<file path="config.mk">
export PLATFORM = sky130hd
export DESIGN_NAME = key_mode_debounce_flat
export DESIGN_NICKNAME = d
export VERILOG_FILES = /design/src/rtl/key_pkg.sv /design/src/rtl/key_mode_debounce_if.sv /design/src/rtl/sync_2ff.sv /design/src/rtl/key_mode_debounce.sv /design/src/flat_wrapper.sv
export SDC_FILE = /design/constraint.sdc
export NUM_CORES = 1
export LEC_CHECK = 0
export CAP_MARGIN = 20
export CORE_MARGIN = 4
export CORE_UTILIZATION = 60
export DETAILED_ROUTE_END_ITERATION = 8
export HOLD_SLACK_MARGIN = 0.06
export PLACE_DENSITY = 0.76
export SLEW_MARGIN = 0
export SYNTH_ARGS = -nofsm -noshare
export SYNTH_HDL_FRONTEND = slang
export SYNTH_HIERARCHICAL = 1
export SYNTH_SLANG_ARGS = --single-unit
</file>
<file path="constraint.sdc">
create_clock -name clk -period 2.6 [get_ports clk]
set_clock_uncertainty 0.1 [all_clocks]
set_input_delay 0.65 -clock clk [delete_from_list [all_inputs] [get_ports clk]]
set_output_delay 0.65 -clock clk [all_outputs]
set_load 0.01 [all_outputs]
</file>
<file path="src/rtl/key_pkg.sv">
// Shared definitions for the key conditioning stage and the LED controller.
// Mode encodings here are decoded by name on the LED controller side.
package key_pkg;

  localparam int unsigned MODE_W = 2;

  typedef logic [MODE_W-1:0] mode_t;

  typedef enum logic [1:0] {
    IDLE   = 2'd0,
    DOWN   = 2'd1,
    REL_DB = 2'd2
  } key_state_t;

  localparam mode_t MODE_SLOW = 2'd0;
  localparam mode_t MODE_MED  = 2'd1;
  localparam mode_t MODE_FAST = 2'd2;
  localparam mode_t MODE_OFF  = 2'd3;

  // Modulo-4 advance; the natural wrap of the 2-bit type gives 3 -> 0.
  function automatic mode_t mode_next(input mode_t m);
    return m + mode_t'(1);
  endfunction

endpackage

</file>
<file path="src/rtl/key_mode_debounce_if.sv">
// Raw key pin plus conditioned key events and mode select.
// master: the conditioning block; slave: the consumer that drives the pin model.
interface key_mode_debounce_if
  import key_pkg::*;
();

  logic  key_in;
  logic  key_level;
  logic  press_pulse;
  logic  release_pulse;
  logic  short_pulse;
  logic  long_pulse;
  mode_t mode;

  modport master (
    input  key_in,
    output key_level,
    output press_pulse,
    output release_pulse,
    output short_pulse,
    output long_pulse,
    output mode
  );

  modport slave (
    output key_in,
    input  key_level,
    input  press_pulse,
    input  release_pulse,
    input  short_pulse,
    input  long_pulse,
    input  mode
  );

endinterface

</file>
<file path="src/rtl/sync_2ff.sv">
// Two-flop synchroniser for one asynchronous input bit.
// RST_VAL is loaded into both stages so reset never presents a spurious edge.
module sync_2ff #(
   parameter bit RST_VAL = 1'b0
) (
   input  logic clk,
   input  logic rst,
   input  logic d,
   output logic q
);

   logic meta_q;
   logic sync_q;

   always_ff @(posedge clk or posedge rst) begin
      if (rst) begin
         meta_q <= RST_VAL;
         sync_q <= RST_VAL;
      end else begin
         meta_q <= d;
         sync_q <= meta_q;
      end
   end

   assign q = sync_q;

endmodule

</file>
<file path="src/rtl/key_mode_debounce.sv">
// Key conditioning: synchronise, debounce, classify short/long presses and
// keep the 2-bit blink mode consumed by the LED controller.
module key_mode_debounce
   import key_pkg::*;
#(
   parameter int unsigned DB_CYCLES      = 500000,
   parameter int unsigned LONG_CYCLES    = 25000000,
   parameter bit          KEY_ACTIVE_LOW = 1'b1
) (
   input logic                 clk,
   input logic                 rst,
   key_mode_debounce_if.master bus
);

   localparam int unsigned DB_W   = $clog2(DB_CYCLES);
   localparam int unsigned LONG_W = $clog2(LONG_CYCLES);
   localparam logic [DB_W-1:0]   DB_LAST   = DB_W'(DB_CYCLES - 1);
   localparam logic [LONG_W-1:0] HOLD_LAST = LONG_W'(LONG_CYCLES - 1);

   logic key_sync;
   logic key_s;

   // Reset value is the idle pin level, so key_s reads "released" out of reset.
   sync_2ff #(
      .RST_VAL (KEY_ACTIVE_LOW)
   ) u_sync (
      .clk (clk),
      .rst (rst),
      .d   (bus.key_in),
      .q   (key_sync)
   );

   assign key_s = key_sync ^ KEY_ACTIVE_LOW;

   key_state_t        state_q, state_d;
   logic [DB_W-1:0]   db_cnt_q, db_cnt_d;
   logic [LONG_W-1:0] hold_cnt_q, hold_cnt_d;
   logic              long_flag_q, long_flag_d;
   logic              key_level_q, key_level_d;
   logic              press_q, press_d;
   logic              release_q, release_d;
   logic              short_q, short_d;
   logic              long_q, long_d;
   mode_t             mode_q, mode_d;

   logic db_diff;
   logic db_done;
   logic hold_at_last;
   logic long_fire;

   always_comb begin
      db_diff      = key_s != key_level_q;
      db_done      = db_diff && (db_cnt_q == DB_LAST);
      hold_at_last = hold_cnt_q == HOLD_LAST;
      long_fire    = (state_q != IDLE) && hold_at_last && !long_flag_q;

      // Cleared on acceptance too: key_level flips, so the next compare is equal.
      db_cnt_d = (db_diff && !db_done) ? db_cnt_q + 1'b1 : '0;

      state_d     = state_q;
      key_level_d = key_level_q;
      hold_cnt_d  = hold_cnt_q;
      long_flag_d = long_flag_q;
      mode_d      = mode_q;
      press_d     = 1'b0;
      release_d   = 1'b0;
      short_d     = 1'b0;
      long_d      = 1'b0;

      // Hold time runs through release debounce so a long press can still land there.
      if ((state_q != IDLE) && !hold_at_last) begin
         hold_cnt_d = hold_cnt_q + 1'b1;
      end

      if (long_fire) begin
         long_d      = 1'b1;
         long_flag_d = 1'b1;
         mode_d      = MODE_SLOW;
      end

      unique case (state_q)
         IDLE: begin
            if (db_done) begin
               state_d     = DOWN;
               key_level_d = 1'b1;
               press_d     = 1'b1;
               hold_cnt_d  = '0;
               long_flag_d = 1'b0;
            end
         end
         DOWN: begin
            if (!key_s) begin
               state_d = REL_DB;
            end
         end
         REL_DB: begin
            if (key_s) begin
               state_d = DOWN;
            end else if (db_done) begin
               state_d     = IDLE;
               key_level_d = 1'b0;
               release_d   = 1'b1;
               // A long press landing on the release edge suppresses the short.
               if (!long_flag_q && !long_fire) begin
                  short_d = 1'b1;
                  mode_d  = mode_next(mode_q);
               end
            end
         end
         default: begin
            state_d = IDLE;
         end
      endcase
   end

   always_ff @(posedge clk or posedge rst) begin
      if (rst) begin
         state_q     <= IDLE;
         db_cnt_q    <= '0;
         hold_cnt_q  <= '0;
         long_flag_q <= 1'b0;
         key_level_q <= 1'b0;
         press_q     <= 1'b0;
         release_q   <= 1'b0;
         short_q     <= 1'b0;
         long_q      <= 1'b0;
         mode_q      <= MODE_SLOW;
      end else begin
         state_q     <= state_d;
         db_cnt_q    <= db_cnt_d;
         hold_cnt_q  <= hold_cnt_d;
         long_flag_q <= long_flag_d;
         key_level_q <= key_level_d;
         press_q     <= press_d;
         release_q   <= release_d;
         short_q     <= short_d;
         long_q      <= long_d;
         mode_q      <= mode_d;
      end
   end

   assign bus.key_level     = key_level_q;
   assign bus.press_pulse   = press_q;
   assign bus.release_pulse = release_q;
   assign bus.short_pulse   = short_q;
   assign bus.long_pulse    = long_q;
   assign bus.mode          = mode_q;

endmodule

</file>
<file path="src/flat_wrapper.sv">
// flat-port wrapper written by rule: the top's interface ports become plain ports
module key_mode_debounce_flat import key_pkg::*;
#(
   parameter int unsigned DB_CYCLES      = 500000,
   parameter int unsigned LONG_CYCLES    = 25000000,
   parameter bit          KEY_ACTIVE_LOW = 1'b1
)
  (clk, rst, bus_key_in, bus_key_level, bus_press_pulse, bus_release_pulse, bus_short_pulse, bus_long_pulse, bus_mode);
  key_mode_debounce_if bus_i ();
  input logic clk;
  input logic rst;
  input wire logic [$bits(bus_i.key_in)-1:0] bus_key_in;
  output wire logic [$bits(bus_i.key_level)-1:0] bus_key_level;
  output wire logic [$bits(bus_i.press_pulse)-1:0] bus_press_pulse;
  output wire logic [$bits(bus_i.release_pulse)-1:0] bus_release_pulse;
  output wire logic [$bits(bus_i.short_pulse)-1:0] bus_short_pulse;
  output wire logic [$bits(bus_i.long_pulse)-1:0] bus_long_pulse;
  output wire logic [$bits(bus_i.mode)-1:0] bus_mode;
  assign bus_i.key_in = bus_key_in;
  assign bus_key_level = bus_i.key_level;
  assign bus_press_pulse = bus_i.press_pulse;
  assign bus_release_pulse = bus_i.release_pulse;
  assign bus_short_pulse = bus_i.short_pulse;
  assign bus_long_pulse = bus_i.long_pulse;
  assign bus_mode = bus_i.mode;
  key_mode_debounce #(.DB_CYCLES(DB_CYCLES), .LONG_CYCLES(LONG_CYCLES), .KEY_ACTIVE_LOW(KEY_ACTIVE_LOW)) u_core (.clk(clk), .rst(rst), .bus(bus_i));
endmodule
</file>
==> impl_metrics.sql, run 1 <==
INSERT INTO impl_metrics (metric_group, metric, value, unit) VALUES
('die', 'floorplan.initialDensity', '0.631', ''),
('worst_setup_path', 'ff2ff_path_depth', '5', ''),
('sta', 'max_slew_margin', '0.575', ''),
('finish', 'final-seq-area', '1400', 'um2'),
('synthesis', 'asyncSetResetFlopFracSynth', '1.00', ''),
('grt', 'first_pass_grt_wire_length', '9070', 'um'),
('synthesis', 'postSynthNetCount', '293', ''),
('die', 'die_w', '76.1', 'um'),
('clock_network', 'cts_max_path_buffers', '2', ''),
('grt', 'grt_max_degree', '55', ''),
('finish', 'final_cell_count_no_fill', '356', ''),
('finish', 'drive_above_1_share', '0.0724', ''),
('drt', 'drt.antenna.violating_nets', '0', ''),
('grt', 'globalRouteOverflowTotal', '0', ''),
('power', 'p_per_area', '455', 'nW/um2'),
('power', 'leakagePower', '0.00133', 'uW'),
('synthesis', 'synth_area_per_cell', '9.67', 'um2'),
('worst_hold_path', 'worst_hold_path.endpoint', 'u_core/u_sync/q$_DFF_PP1_', ''),
('clock_network', 'clk_pin_slew_worst_paths', '0.09', 'ns'),
('grt', 'grt_util_all_layers', '0.186', ''),
('synthesis', 'synth_edf_count', '0', ''),
('synthesis', 'sequential_element_share_of_the_synthesized_area', '0.504', ''),
('clock_network', 'cts_setup_buffers', '0', ''),
('finish', 'design.final.nets', '308', ''),
('sta', 'max_slew.worst_pin.slew', '0.635', 'ns'),
('placement', 'place.detailed.instances', '348', ''),
('die', 'die_area', '5800', 'um2'),
('finish', 'areaGrowthSynthToFinish', '10.4', '%'),
('worst_setup_path', 'endpoint_kind', 'flop', ''),
('sta', 'finalCritPeriodShare', '0.921', ''),
('die', 'core_area', '4410', 'um2'),
('drt', 'drcViolationCount', '0', ''),
('clock_network', 'ctsResizeCount', '0', ''),
('finish', 'final_cell_mix', 'sky130_fd_sc_hd__dfrtp_1, sky130_fd_sc_hd__nor2_1, sky130_fd_sc_hd__nand2_1, sky130_fd_sc_hd__xor2_1, sky130_fd_sc_hd__xnor2_1', ''),
('synthesis', 'synthesis.yosys.warnings', '6', ''),
('synthesis', 'yosys_register_bits', '56', ''),
('placement', 'count_of_port_buffers_added_during_placement', '9', ''),
('worst_setup_path', 'worst-r2r-setup-slack', '0.21', 'ns'),
('worst_setup_path', 'critPathTopFamily', 'simple AND/OR/NAND/NOR gates', ''),
('drt', 'detail_route.vias_per_cell', '5.85', ''),
('sta', 'setup_total_negative_slack', '0', 'ns'),
('worst_setup_path', 'worst-path-stages', '5', ''),
('die', 'die_height', '76.1', 'um'),
('sta', 'setup_violating_endpoint_count_in_the_final_report', '0', ''),
('worst_setup_path', 'cp_slowest_cell', 'sky130_fd_sc_hd__or4_1', ''),
('synthesis', 'yosys.cell_types.count', '39', ''),
('clock_network', 'cts_tree', 'yes', ''),
('finish', 'number_of_fill_cells_in_the_layout', '344', ''),
('synthesis', 'synth_top_cells_by_area', 'sky130_fd_sc_hd__dfrtp_1, sky130_fd_sc_hd__nor2_1, sky130_fd_sc_hd__xor2_1', ''),
('worst_hold_path', 'min-delay-start', 'u_core/u_sync/meta_q$_DFF_PP1_', ''),
('grt', 'grt_antenna_before_repair', '0', ''),
('clock_network', 'clock_insertion_delay_worst_skew', '0.30', 'ns'),
('worst_setup_path', 'worstPathMaxFanout', '7', ''),
('drt', 'wire_per_inst', '14.1', 'um'),
('clock_network', 'cts_hold_buffers', '0', ''),
('power', 'vdd_ir_drop_max', '0.366', 'mV'),
('sta', 'grt_setup_unrepaired', 'no', ''),
('worst_setup_path', 'cp_required', '2.69', 'ns'),
('die', 'rows', '24', ''),
('worst_hold_path', 'hold_path_class', 'reg -> reg', ''),
('grt', 'first_global_vias', '1893', ''),
('clock_network', 'cts_root_buf', 'sky130_fd_sc_hd__clkbuf_8', ''),
('run_status', 'outcome', 'finished clean', ''),
('worst_setup_path', 'launching_element_type_of_the_critical_path', 'flop', ''),
('die', 'number_of_top_level_design_ports', '10', ''),
('synthesis', 'synth_ff_type', 'sky130_fd_sc_hd__dfrtp_1', ''),
('finish', 'area_of_the_multi_input_gates', '1300', 'um2'),
('worst_hold_path', 'worst_hold_path_stage_count', '0', ''),
('clock_network', 'cts_buf_count', '5', ''),
('worst_setup_path', 'critical_path.cell_chain', 'or4_1 > or4_4 > or3_1 > o211ai_1 > nand3_1', ''),
('finish', 'layout.cells.most_common', 'sky130_fd_sc_hd__dfrtp_1', '');
worst max path at each step:
stage	slack (ns)	from	end
after global placement	0.29	u_core/hold_cnt_q[7]$_DFF_PP0_	u_core/bus.mode[0]$_DFF_PP0_
after detailed placement	0.24	u_core/hold_cnt_q[7]$_DFF_PP0_	u_core/bus.mode[0]$_DFF_PP0_
final	0.21	u_core/hold_cnt_q[7]$_DFF_PP0_	u_core/bus.mode[1]$_DFF_PP0_
after floorplan	0.33	u_core/hold_cnt_q[7]$_DFF_PP0_	u_core/bus.mode[0]$_DFF_PP0_
after global routing	0.06	u_core/db_cnt_q[7]$_DFF_PP0_	u_core/long_flag_q$_DFF_PP0_
after CTS	0.22	u_core/hold_cnt_q[7]$_DFF_PP0_	u_core/bus.mode[0]$_DFF_PP0_
power by group:
part	switching [uW]	internal (uW)	leakage, uW
logic	27.1	13.3	0.000509
clock network	259	218	0.0000455
registers	5.66	877	0.000773
total	292	1110	0.00133
layout make-up:
cell class              count  area share
well taps                  52      0.0212
clock buffers               8      0.0293
repair buffers             16      0.0545
inverters                  13      0.0159
multi-input cells         211       0.423
flip-flops and latches     56       0.456
registers in the layout, indices dropped and copies added, names as in the netlist:
name,flops
u_core/bus.key_level,1
u_core/bus.press_pulse,1
u_core/state_q,2
u_core/bus.short_pulse,1
u_core/db_cnt_q,19
u_core/bus.long_pulse,1
u_core/long_flag_q,1
u_core/bus.release_pulse,1
u_core/bus.mode,2
u_core/u_sync/q,1
u_core/u_sync/meta_q,1
u_core/hold_cnt_q,25
cell usage after synthesis, types with 4 or more instances:
library cell / number
sky130_fd_sc_hd__buf_2: 6
sky130_fd_sc_hd__xnor2_1: 17
sky130_fd_sc_hd__inv_1: 13
sky130_fd_sc_hd__nand2_1: 24
sky130_fd_sc_hd__dfrtp_1: 54
sky130_fd_sc_hd__nand4_1: 14
sky130_fd_sc_hd__nor2_1: 48
sky130_fd_sc_hd__and4_1: 6
sky130_fd_sc_hd__nor4_1: 7
sky130_fd_sc_hd__nand3_1: 15
sky130_fd_sc_hd__xor2_1: 18
sky130_fd_sc_hd__o21ai_0: 5
sky130_fd_sc_hd__nor3_1: 10
sky130_fd_sc_hd__o211ai_1: 6
sky130_fd_sc_hd__o31ai_1: 4
cells by family after synthesis:
kind of cell,share of synthesized area
DFF,0.504
xor gates and xnor gates,0.110
AOI/OAI and AO/OA,0.0602
and+or+nand+nor,0.279
adders and majority gates,0.00898
buffers and inverters,0.0310
muxes,0.00719
worst reg2reg max path, stage by stage, from the launching register on:
cell and delay (ns):
sky130_fd_sc_hd__dfrtp_1 0.44, sky130_fd_sc_hd__or4_1 0.53, sky130_fd_sc_hd__or4_4 0.52, sky130_fd_sc_hd__or3_1 0.44, sky130_fd_sc_hd__o211ai_1 0.16, sky130_fd_sc_hd__nand3_1 0.10
through the flow:
step | hold WS (ns) | util | total power [uW] | worst slack (ns) | area, um2
floorplan | 0.245 | - | 925 | 0.326 | 2790
global placement | 0.247 | 0.676 | 941 | 0.289 | 2990
detailed placement | 0.250 | 0.676 | 942 | 0.243 | 2990
CTS | 0.266 | 0.697 | 1420 | 0.224 | 3080
global route | 0.271 | 0.697 | 1470 | 0.0605 | 3080
finish | 0.263 | 0.697 | 1400 | 0.205 | 3080
layer usage:
layer | vias up | part of all wire | track usage
li1 | 1040 | - | -
met1 | 1001 | 0.50 | 0.282
met2 | 35 | 0.45 | 0.268
met3 | 7 | 0.035 | 0.0366
met4 | 0 | 0.013 | 0.0594
met5 | - | 0 | 0
No activity file was read; power rests on OpenSTA's default activity.
==> run 2: changes to the inputs <==
- CTS_CLUSTER_SIZE: unset -> 24
- DONT_BUFFER_PORTS: unset -> 1
- PLACE_DENSITY: 0.76 -> 0.74
- SETUP_SLACK_MARGIN: unset -> 0.4
==> impl_metrics.sql, run 2 (synthesis gave the netlist of run 1 again) <==
INSERT INTO impl_metrics (metric_group, metric, value, unit) VALUES
('run_status', 'outcome', 'finished clean', ''),
('worst_setup_path', 'critical_path.cell_chain', 'or4_1 > or4_4 > or3_4 > a21oi_2 > o21ai_0', ''),
('worst_setup_path', 'worstPathMaxFanout', '7', ''),
('clock_network', 'cts_tree', 'yes', ''),
('sta', 'setup_total_negative_slack', '0', 'ns'),
('worst_setup_path', 'cp.buffers_inverters', '0', ''),
('drt', 'via_count', '2120', ''),
('grt', 'grt_max_degree', '27', ''),
('clock_network', 'cts_buf_count', '5', ''),
('drt', 'drcViolationCount', '0', ''),
('placement', 'count_of_port_buffers_added_during_placement', '0', ''),
('worst_setup_path', 'endpoint_kind', 'flop', ''),
('clock_network', 'cts_max_path_buffers', '2', ''),
('grt', 'grt_antenna_before_repair', '0', ''),
('clock_network', 'cts_root_buf', 'sky130_fd_sc_hd__clkbuf_8', ''),
('grt', 'globalRouteOverflowTotal', '0', ''),
('sta', 'finalWorstPathRequiredPeriod', '2.19', 'ns'),
('die', 'core_area', '4410', 'um2'),
('clock_network', 'clk_pin_slew_worst_paths', '0.09', 'ns'),
('grt', 'first_global_vias', '2060', ''),
('sta', 'max_slew.worst_pin.slew', '0.619', 'ns'),
('sta', 'final_hold_viol_count', '0', ''),
('placement', 'hpwl', '3630', 'um'),
('placement', 'finalWeightedCongestion', '0.856', ''),
('worst_setup_path', 'launching_element_type_of_the_critical_path', 'flop', ''),
('job', 'max_cap_violations', '0', ''),
('sta', 'setup_violating_endpoint_count_in_the_final_report', '0', ''),
('drt', 'detail_route.wirelength', '5520', 'um'),
('worst_setup_path', 'regToRegEndpoint', 'u_core/bus.mode[0]$_DFF_PP0_', ''),
('drt', 'drt.antenna.violating_nets', '0', ''),
('grt', 'first_pass_grt_wire_length', '9350', 'um'),
('power', 'vdd_ir_drop_max', '0.265', 'mV'),
('sta', 'finalCritPeriodShare', '0.843', ''),
('worst_setup_path', 'cp_required', '2.68', 'ns'),
('worst_setup_path', 'ff2ff_path_depth', '5', ''),
('finish', 'flip_flop_count_of_the_largest_register_after_layout', '25', ''),
('worst_setup_path', 'cp_slowest_cell', 'sky130_fd_sc_hd__or4_1', ''),
('worst_setup_path', 'critPathKind', 'reg -> reg', ''),
('sta', 'clock.fmax', '456', 'MHz'),
('finish', 'largestRegisters', 'u_core/hold_cnt_q x25, u_core/db_cnt_q x19', ''),
('worst_setup_path', 'worstSetupStartpoint', 'u_core/hold_cnt_q[7]$_DFF_PP0_', ''),
('die', 'die_area', '5800', 'um2'),
('die', 'die_height', '76.1', 'um'),
('finish', 'diodes_inserted', '0', ''),
('drt', 'detail_route.vias_per_cell', '5.87', ''),
('drt', 'drtPass1Iterations', '4', ''),
('finish', 'final_cell_count_no_fill', '361', ''),
('worst_setup_path', 'cp_data_arrival_time', '2.27', 'ns'),
('drt', 'wire_per_inst', '15.3', 'um'),
('grt', 'grt_util_all_layers', '0.191', ''),
('die', 'number_of_top_level_design_ports', '10', ''),
('finish', 'final_cell_mix', 'sky130_fd_sc_hd__dfrtp_1, sky130_fd_sc_hd__nor2_1, sky130_fd_sc_hd__nand2_1, sky130_fd_sc_hd__xor2_1', ''),
('die', 'floorplan.initialDensity', '0.631', ''),
('clock_network', 'clock_sink_count', '56', ''),
('sta', 'fin_hold_ws', '0.150', 'ns'),
('power', 'leakagePower', '0.00138', 'uW'),
('finish', 'layout.cells.most_common', 'sky130_fd_sc_hd__dfrtp_1', ''),
('clock_network', 'clock_insertion_delay_worst_skew', '0.30', 'ns'),
('finish', 'drive_above_1_share', '0.152', ''),
('worst_hold_path', 'hold_path_class', 'in -> async', ''),
('worst_setup_path', 'worst_r2r_startpoint', 'u_core/hold_cnt_q[7]$_DFF_PP0_', ''),
('placement', 'place.detailed.instances', '341', ''),
('worst_setup_path', 'worst-r2r-setup-slack', '0.41', 'ns'),
('finish', 'number_of_fill_cells_in_the_layout', '330', ''),
('finish', 'areaGrowthSynthToFinish', '12.8', '%'),
('finish', 'largest-register', 'u_core/hold_cnt_q', ''),
('die', 'die_w', '76.1', 'um'),
('finish', 'design.final.nets', '313', ''),
('drt', 'detail_route.iter0.violations', '172', ''),
('power', 'p_per_area', '445', 'nW/um2'),
('clock_network', 'h-tree-depth', '2', ''),
('sta', 'max_slew_margin', '0.585', ''),
('sta', 'grt_setup_unrepaired', 'yes', ''),
('worst_setup_path', 'slowest_delay', '0.51', 'ns'),
('worst_setup_path', 'critPathTopFamily', 'simple AND/OR/NAND/NOR gates', ''),
('die', 'rows', '24', ''),
('sta', 'timing_max_transition_violations_final', '0', '');
[run 2: cell count changes in the layout (fill, tap and decap cells not counted), sizes merged]
cell / delta
buf: +14
clkdlybuf4s50: -9
clkbuf: -2
clkinv: +2
[run 2: layer usage]
metal	wire length [um]	track usage
met1	2640	0.265
met4	40	0.0542
met3	171	0.0366
met2	2660	0.307
met5	0	0
[run 2: area by class of cell]
| type | instances | area (um2) | share of cell area |
|---|---|---|---|
| Inverter | 13 | 48.8 | 0.0155 |
| Clock buffer | 6 | 82.6 | 0.0263 |
| Tap cell | 52 | 65.1 | 0.0207 |
| Clock inverter | 2 | 10.0 | 0.00319 |
| Sequential cell | 56 | 1410 | 0.448 |
| Multi-Input combinational cell | 211 | 1350 | 0.429 |
| Timing Repair Buffer | 21 | 181 | 0.0578 |
[run 2: power breakdown]
part	internal, uW	leakage [uW]	switching (uW)
Clock	213	0.0000510	263
Combinational	11.0	0.000559	28.4
Sequential	877	0.000770	5.38
[run 2: through the flow]
step / cell area [um2] / utilization / power (uW) / setup WS, ns
2_1_floorplan: 2790 / - / 925 / 0.393
3_3_place_gp: 2890 / 0.654 / 936 / 0.354
3_5_place_dp: 2890 / 0.654 / 937 / 0.268
4_1_cts: 3030 / 0.687 / 1420 / 0.397
5_1_grt: 3140 / 0.711 / 1470 / 0.326
6_report: 3140 / 0.711 / 1400 / 0.409
[run 2: what timing repair did]
action / in CTS / in global routing
cloned: 0 / 2
hold buffers: 0 / 0
pin swaps: 0 / 6
gates resized for setup: 6 / 12
buffers inserted: 4 / 6
endpoints found under the setup margin: 28 / 46
[run 2: worst max path at each step]
stage	end	cells after the start	slack [ns]
final	u_core/bus.mode[0]$_DFF_PP0_	5	0.41
after global routing	u_core/bus.mode[1]$_DFF_PP0_	5	0.33
after CTS	u_core/state_q[0]$_DFFE_PP0P_	6	0.40
after detailed placement	u_core/bus.mode[0]$_DFF_PP0_	5	0.27
after global placement	u_core/bus.mode[0]$_DFF_PP0_	5	0.35
after floorplan	u_core/bus.mode[0]$_DFF_PP0_	6	0.39
==> run 3: changes to the inputs <==
- clock period: 2.6 -> 2.05 ns (I/O delays scaled with it)
==> impl_metrics.sql, run 3 (synthesis gave the netlist of run 1 again) <==
INSERT INTO impl_metrics (metric_group, metric, value, unit) VALUES
('worst_setup_path', 'cp_data_arrival_time', '2.28', 'ns'),
('placement', 'finalWeightedCongestion', '0.839', ''),
('finish', 'final_cell_mix', 'sky130_fd_sc_hd__dfrtp_1, sky130_fd_sc_hd__buf_4, sky130_fd_sc_hd__nand2_1, sky130_fd_sc_hd__nor2_2, sky130_fd_sc_hd__xor2_1', ''),
('placement', 'count_of_port_buffers_added_during_placement', '0', ''),
('die', 'floorplan.initialDensity', '0.631', ''),
('sta', 'fin_hold_ws', '0.0885', 'ns'),
('clock_network', 'cts_max_path_buffers', '2', ''),
('drt', 'detail_route.vias_per_cell', '5.81', ''),
('job', 'max_cap_violations', '0', ''),
('clock_network', 'clk_pin_slew_worst_paths', '0.10', 'ns'),
('finish', 'final_cell_count_no_fill', '390', ''),
('finish', 'areaGrowthSynthToFinish', '31.8', '%'),
('drt', 'drcViolationCount', '0', ''),
('sta', 'finalWorstPathRequiredPeriod', '2.17', 'ns'),
('clock_network', 'clock_sink_count', '56', ''),
('die', 'core_area', '4410', 'um2'),
('sta', 'max_slew_margin', '0.681', ''),
('grt', 'grt_antenna_before_repair', '0', ''),
('drt', 'via_count', '2267', ''),
('sta', 'finalCritPeriodShare', '1.06', ''),
('worst_setup_path', 'worst-r2r-setup-slack', '-0.12', 'ns'),
('die', 'die_height', '76.1', 'um'),
('worst_setup_path', 'cp-endpoint', 'u_core/bus.mode[1]$_DFF_PP0_', ''),
('power', 'vdd_ir_drop_max', '0.469', 'mV'),
('sta', 'setup_violating_endpoint_count_in_the_final_report', '40', ''),
('placement', 'place.detailed.instances', '370', ''),
('sta', 'grt_setup_unrepaired', 'yes', ''),
('finish', 'largestRegisters', 'u_core/hold_cnt_q x25, u_core/db_cnt_q x19', ''),
('finish', 'design.final.nets', '342', ''),
('sta', 'timing_max_transition_violations_final', '0', ''),
('finish', 'largest-register', 'u_core/hold_cnt_q', ''),
('sta', 'max_slew.worst_pin.slew', '0.475', 'ns'),
('worst_setup_path', 'critPathKind', 'reg -> reg', ''),
('worst_hold_path', 'hold_path_class', 'in -> reg', ''),
('finish', 'finalCoreUtilization', '0.831', ''),
('drt', 'drt.antenna.violating_nets', '0', ''),
('power', 'p_per_area', '542', 'nW/um2'),
('drt', 'wire_per_inst', '16.8', 'um'),
('drt', 'drtPass1Iterations', '4', ''),
('placement', 'hpwl', '4040', 'um'),
('grt', 'grt_util_all_layers', '0.232', ''),
('finish', 'layout.cells.most_common', 'sky130_fd_sc_hd__dfrtp_1', ''),
('worst_setup_path', 'launching_element_type_of_the_critical_path', 'flop', ''),
('worst_setup_path', 'worstPathMaxFanout', '7', ''),
('sta', 'clock.fmax', '461', 'MHz'),
('worst_setup_path', 'endpoint_kind', 'flop', ''),
('sta', 'final_hold_viol_count', '0', ''),
('grt', 'globalRouteOverflowTotal', '0', ''),
('die', 'die_w', '76.1', 'um'),
('worst_setup_path', 'worst_r2r_startpoint', 'u_core/hold_cnt_q[7]$_DFF_PP0_', ''),
('grt', 'grt_max_degree', '37', ''),
('clock_network', 'cts_tree', 'yes', ''),
('finish', 'drive_above_1_share', '0.328', ''),
('clock_network', 'cts_buf_count', '5', ''),
('finish', 'diodes_inserted', '0', ''),
('worst_setup_path', 'regToRegEndpoint', 'u_core/bus.mode[1]$_DFF_PP0_', ''),
('worst_setup_path', 'ff2ff_path_depth', '5', ''),
('clock_network', 'h-tree-depth', '2', ''),
('finish', 'flip_flop_count_of_the_largest_register_after_layout', '25', ''),
('grt', 'first_global_vias', '2253', ''),
('power', 'leakagePower', '0.00153', 'uW'),
('drt', 'detail_route.iter0.violations', '191', ''),
('clock_network', 'cts_root_buf', 'sky130_fd_sc_hd__clkbuf_8', ''),
('grt', 'first_pass_grt_wire_length', '11000', 'um'),
('placement', 'postPlaceCellArea', '3170', 'um2'),
('sta', 'setup_total_negative_slack', '-2.83', 'ns'),
('die', 'die_area', '5800', 'um2'),
('die', 'rows', '24', ''),
('worst_setup_path', 'cp_required', '2.16', 'ns'),
('run_status', 'violations', 'negative setup slack', ''),
('finish', 'postLayoutCellArea', '3670', 'um2'),
('run_status', 'outcome', 'finished, violations left', ''),
('worst_setup_path', 'worstSetupStartpoint', 'u_core/hold_cnt_q[7]$_DFF_PP0_', ''),
('clock_network', 'clock_insertion_delay_worst_skew', '0.31', 'ns'),
('drt', 'detail_route.wirelength', '6540', 'um'),
('sta', 'postLayoutSetupSlackWorst', '-0.119', 'ns'),
('die', 'number_of_top_level_design_ports', '10', '');
[run 3: changes by cell type in the layout (fill, tap and decap cells not counted), sizes merged]
cell | previous run | this run
clkinv | 2 | 0
clkinvlp | 0 | 1
buf | 21 | 49
clkbuf | 6 | 7
bufinv | 0 | 1
inv | 13 | 12
dlygate4sd3 | 0 | 1
[run 3: cell type report]
class / count / area [um2]
timing repair buffer: 50 / 493
clock inverter: 1 / 30.0
clock buffer: 7 / 96.3
tap: 52 / 65.1
inverter: 13 / 55.1
multi-input combinational: 211 / 1530
fill: 254 / 744
sequential: 56 / 1400
[run 3: worst min-delay path by stage]
stage	start	endpoint	slack, ns	depth (start not counted)
4_1_cts	bus_key_in	u_core/u_sync/meta_q$_DFF_PP1_	0.08	0
5_1_grt	bus_key_in	u_core/u_sync/meta_q$_DFF_PP1_	0.07	0
3_5_place_dp	u_core/u_sync/meta_q$_DFF_PP1_	u_core/u_sync/q$_DFF_PP1_	0.25	0
2_1_floorplan	u_core/u_sync/meta_q$_DFF_PP1_	u_core/u_sync/q$_DFF_PP1_	0.25	0
6_report	bus_key_in	u_core/u_sync/meta_q$_DFF_PP1_	0.09	0
3_3_place_gp	u_core/u_sync/meta_q$_DFF_PP1_	u_core/u_sync/q$_DFF_PP1_	0.25	0
[run 3: metrics by stage]
step           setup slack, ns  power, uW
5_1_grt                 -0.227       2060
2_1_floorplan           -0.155       1180
6_report                -0.119       1990
3_3_place_gp            -0.119       1190
3_5_place_dp            -0.182       1200
4_1_cts                 -0.122       1980
[run 3: metal layers]
metal	GRT usage	wire, um	up-vias
li1	-	-	1109
met1	0.307	2870	1109
met2	0.390	3380	42
met3	0.0437	193	7
met4	0.0612	90	0
met5	0	0	-
[run 3: repair_timing]
action                                  CTS  global route
pin swaps                                 6             2
setup buffers                             7             1
endpoints found under the setup margin   52            52
cloned                                    3             0
endpoints found under the hold margin    20             0
hold buffers                              1             0
gates resized for setup                  36            32
[run 3: where the power goes]
group / internal (uW) / total [uW] / switching [uW]
Clock: 431 / 783 / 352
Sequential: 1110 / 1120 / 8.08
Combinational: 34.8 / 85.5 / 50.7
[run 3: critical path, stage by stage, from the launching register on]
cell and delay [ns]:
sky130_fd_sc_hd__dfrtp_1 0.39, sky130_fd_sc_hd__or4_1 0.51, sky130_fd_sc_hd__or4_4 0.46, sky130_fd_sc_hd__or3_4 0.39, sky130_fd_sc_hd__o211ai_1 0.11, sky130_fd_sc_hd__nand3_1 0.09
